==> src/rtl/mode_counter.sv <==
// mode_counter: registered up/down counter with runtime limit, wrap or
// saturate behaviour at the boundaries, parallel load, a terminal-count
// pulse and a sticky overflow flag. A RUN/HOLD FSM remembers that the
// count is parked at a boundary in saturate mode.
module mode_counter #(
  parameter int WIDTH   = 4,
  parameter int RST_VAL = 0
) (
  input  logic             clk,
  input  logic             rst,
  input  logic             en,
  input  logic             load,
  input  logic [WIDTH-1:0] load_val,
  input  logic             up_dn,
  input  logic             sat_mode,
  input  logic [WIDTH-1:0] limit,
  input  logic             clr_ovf,
  output logic [WIDTH-1:0] count,
  output logic             tc,
  output logic             ovf,
  output logic             held
);

  typedef enum logic [0:0] {
    ST_RUN  = 1'b0,
    ST_HOLD = 1'b1
  } state_t;

  localparam logic [WIDTH-1:0] ZERO_C = {WIDTH{1'b0}};
  localparam logic [WIDTH-1:0] ONE_C  = {{(WIDTH-1){1'b0}}, 1'b1};
  localparam logic [WIDTH-1:0] RST_C  = WIDTH'(RST_VAL);

  state_t           state_q, state_d;
  logic [WIDTH-1:0] count_q, count_d;
  logic             tc_q, tc_d;
  logic             ovf_q, ovf_d;
  logic             held_q, held_d;

  // Result of one enabled counting step as taken from RUN
  logic [WIDTH-1:0] step_count_s;
  logic             step_event_s;
  state_t           step_state_s;
  // Direction points away from the boundary the count is parked on
  logic             away_s;
  logic [WIDTH-1:0] load_clamped_s;

  assign away_s         = up_dn ? (count_q < limit) : (count_q > ZERO_C);
  assign load_clamped_s = (load_val > limit) ? limit : load_val;

  // One enabled step: clamp after a lowered limit, else count or hit a boundary
  always_comb begin
    step_count_s = count_q;
    step_event_s = 1'b0;
    step_state_s = ST_RUN;
    if (count_q > limit) begin
      step_count_s = limit;
    end else if (up_dn) begin
      if (count_q < limit) begin
        step_count_s = count_q + ONE_C;
      end else begin
        step_event_s = 1'b1;
        if (sat_mode) begin
          step_state_s = ST_HOLD;
        end else begin
          step_count_s = ZERO_C;
        end
      end
    end else begin
      if (count_q > ZERO_C) begin
        step_count_s = count_q - ONE_C;
      end else begin
        step_event_s = 1'b1;
        if (sat_mode) begin
          step_state_s = ST_HOLD;
        end else begin
          step_count_s = limit;
        end
      end
    end
  end

  // Next-state logic: load beats enable; HOLD only steps when released
  always_comb begin
    state_d = state_q;
    count_d = count_q;
    tc_d    = 1'b0;
    ovf_d   = ovf_q & ~clr_ovf;
    if (load) begin
      count_d = load_clamped_s;
      state_d = ST_RUN;
    end else if (en) begin
      case (state_q)
        ST_RUN: begin
          count_d = step_count_s;
          state_d = step_state_s;
          tc_d    = step_event_s;
          ovf_d   = (ovf_q & ~clr_ovf) | step_event_s;
        end
        ST_HOLD: begin
          // A dropped sat_mode releases HOLD and the step uses the wrap rule
          if (away_s || !sat_mode) begin
            count_d = step_count_s;
            state_d = step_state_s;
            tc_d    = step_event_s;
            ovf_d   = (ovf_q & ~clr_ovf) | step_event_s;
          end else begin
            count_d = count_q;
            state_d = ST_HOLD;
          end
        end
        default: begin
          state_d = ST_RUN;
        end
      endcase
    end else begin
      count_d = count_q;
      state_d = state_q;
    end
    held_d = (state_d == ST_HOLD);
  end

  // State and output registers with synchronous reset taking priority
  always_ff @(posedge clk) begin
    if (rst) begin
      state_q <= ST_RUN;
      count_q <= RST_C;
      tc_q    <= 1'b0;
      ovf_q   <= 1'b0;
      held_q  <= 1'b0;
    end else begin
      state_q <= state_d;
      count_q <= count_d;
      tc_q    <= tc_d;
      ovf_q   <= ovf_d;
      held_q  <= held_d;
    end
  end

  assign count = count_q;
  assign tc    = tc_q;
  assign ovf   = ovf_q;
  assign held  = held_q;

endmodule

==> config.mk <==
export PLATFORM = sky130hd
export DESIGN_NAME = mode_counter
export DESIGN_NICKNAME = d
export VERILOG_FILES = /design/src/rtl/mode_counter.sv
export SDC_FILE = /design/constraint.sdc
export NUM_CORES = 1
export LEC_CHECK = 0
export CAP_MARGIN = 40
export CORE_MARGIN = 2
export CORE_UTILIZATION = 49
export DETAILED_ROUTE_END_ITERATION = 6
export HOLD_SLACK_MARGIN = 0.03
export PLACE_DENSITY = 0.79
export SYNTH_ARGS = -nofsm -noshare
export SYNTH_HDL_FRONTEND = slang
export SYNTH_SLANG_ARGS = --single-unit
==> constraint.sdc <==
create_clock -name clk -period 2.5 [get_ports clk]
set_clock_uncertainty 0.1 [all_clocks]
set_input_delay 0.5 -clock clk [delete_from_list [all_inputs] [get_ports clk]]
set_output_delay 0.5 -clock clk [all_outputs]
set_load 0.03 [all_outputs]
==> run metrics <==
run status=complete, no violations; port bufs=21; synthesized area=923 um2; max-slew violations=0; later-pin clock latency in the skew report=240 ps; share of cells above drive strength 1=0.225; worst slew pin tran=384 ps; syn nets=140; critical path arrival=2510 ps; FF-to-FF setup slack=190 ps; Avg Cell Area, Syn=8.10 um2; top cells by count, synth=12 x inv_1, 11 x ha_1, 7 x dfxtp_1, 7 x nor2_1, 6 x a21oi_1; CTS Buf Count=3; Final period util=0.986; Sw Share=0.418; Sequential Area=140 um2; Starting Density=0.529; number of max-cap violations=0; sequential power share=0.209; yosys warns=0; antenna violations before repair=0; via count=1030; most area-consuming cells after synthesis=dfxtp_1 15%, ha_1 15%, inv_1 4.9%; CP required=2550 ps; crit path launch type=primary input; routed len/inst=15.4 um; Die Y=47.4 um; die span in x=47.4 um; Sum Neg Setup Slack=0 ps; Seq/Total Area, Yosys=0.152; fin nets=178; top_reg_cell synth=dfxtp_1; antenna viol nets, final=0; f_max=0.406 GHz; DP Worst Slack=-288 ps; Worst slew margin=0.743; final core utilization=0.760; synth-to-layout area growth=43.6%; Post-synth EDFFs=0; gr usage total=0.261; postcts setup bufs=0; first-pass GRT wire length=4100 um; CP Capture Type=flop; FFs w/ async S/R, synth=0; largest net degree at the start of global routing=11; combinational share of power=0.651; Net Sw Power=291 uW; setup ws final=36.1 ps; final WL=2720 um; critical path class=primary input to flop; origin of the worst setup path=limit[3]; area taken by multi-input logic gates=753 um2; count of different cell masters after synthesis=45; core area=1750 um2; H-tree levels=1; fill count=129; drt pass-1 iters=4; DP Cell Count=173; most numerous cell in the Yosys netlist=inv_1; row count=15; share of the synthesized area in the top cell type=0.152; ant diodes=0; Final Critical Period=2460 ps; Layout Cells excl Fill=176; Leakage Power=0.587 nW; Pint=406 uW; Setup violations, final=0; CTS clock-pin slew for the worst setup and hold paths=40 ps; I/O pins=22; cells after synthesis=114; via density per instance=5.85; # DRC=0; R2R depth=8; R2R Path Start=count[1]; CTS Root Cell=clkbuf_4; worst-case clock buffer depth=2; drt initial violations=51; Crit Path Max Fanout=5; Seq cells post-synth=7; CTS tree=yes; final hold violation count=0; cts hold-fix bufs=0; Clk pwr share=0.140; CTS Sinks=7; VDD IR max=0.453 mV; Worst Hold Class=flop to flop; GRT Residual Overflow=0; Critical R2R Capture=ovf; area leader, netlist=dfxtp_1; Die ar.=2250 um2; gpl congestion=0.866; worst setup path end=count[2]; pwr dens=526 nW/um2; HPWL after DPL=2160 um; vias in the first global route=961
## layer usage
layer,track usage,share of wire,wire (um),vias to the layer above
met4,0.117,0.017,46,0
met1,0.321,0.42,1130,476
li1,-,-,-,507
met5,0,0,0,-
met3,0.0415,0.067,181,4
met2,0.446,0.50,1350,43
## state kept, by name, summed over array words and instances, names as in the netlist
| name | count |
|---|---|
| count | 4 |
| held | 1 |
| ovf | 1 |
| tc | 1 |
## worst min-delay path by stage
stage | from | end | cells after the start
final | count[2] | count[2] | 2
after global routing | count[2] | count[2] | 2
after CTS | count[2] | count[2] | 2
after detailed placement | count[2] | count[2] | 2
after global placement | count[2] | count[2] | 2
after floorplan | rst | count[1] | 1
## final cells by class
cell class / count / share of cell area
Multi-Input combinational cell: 91 / 0.568
Timing Repair Buffer: 37 / 0.249
Sequential cell: 7 / 0.106
Inverter: 12 / 0.0340
Tap cell: 25 / 0.0236
Clock buffer: 4 / 0.0198
## through the flow
stage	hold WS (ps)	cell area [um2]	power, mW
final	466	1330	0.697
after global routing	496	1330	0.742
after CTS	460	1310	0.680
after detailed placement	453	1260	0.565
after global placement	442	1260	0.551
after floorplan	469	923	0.421
## critical path: stages
cell,delay (ps)
clkdlybuf4s50_1,480
inv_1,80
buf_4,140
ha_1,320
a21o_1,210
o21a_2,260
mux2i_1,150
and2_1,160
o32ai_1,200
## what timing repair did
action / CTS / global route
resized for setup: 3 / 5
pin swaps: 2 / 9
endpoints found under the setup margin: 4 / 6
## power by group through the flow
stage / logic [mW] / registers, mW / clock network [mW]
finish: 0.454 / 0.146 / 0.0976
global route: 0.488 / 0.147 / 0.107
CTS: 0.433 / 0.144 / 0.103
detailed placement: 0.420 / 0.145 / 0
global placement: 0.408 / 0.143 / 0
floorplan: 0.247 / 0.174 / 0
## layout by cell type, fill, tap and decap left out, types with 2 or more instances in the layout
| cell | count |
|---|---|
| mux2i_1 | 2 |
| nor3_1 | 2 |
| and2_1 | 2 |
| o211a_1 | 3 |
| or2_0 | 2 |
| nand3_1 | 3 |
| buf_4 | 16 |
| inv_1 | 11 |
| clkbuf_4 | 3 |
| nor2b_1 | 3 |
| o221ai_1 | 3 |
| clkdlybuf4s50_1 | 21 |
| and4_1 | 2 |
| dfxtp_1 | 7 |
| a21oi_1 | 6 |
| nand4_1 | 3 |
| o21ai_0 | 4 |
| o32ai_1 | 2 |
| mux2_2 | 2 |
| nor2_1 | 7 |
| nand2b_1 | 5 |
| ha_1 | 9 |
| nand2_1 | 4 |
| ha_4 | 2 |
## cells by family (layout without fill, tap and decap cells)
family          count (synthesis)  in the layout  synth area share
buf+inv                        16             53            0.0826
fa+ha+maj                      11             11             0.149
mux                             4              4            0.0461
simple gates                   44             44             0.295
flops                           7              7             0.152
compound gates                 32             32             0.275
No activity file was read; power rests on OpenSTA's default activity.
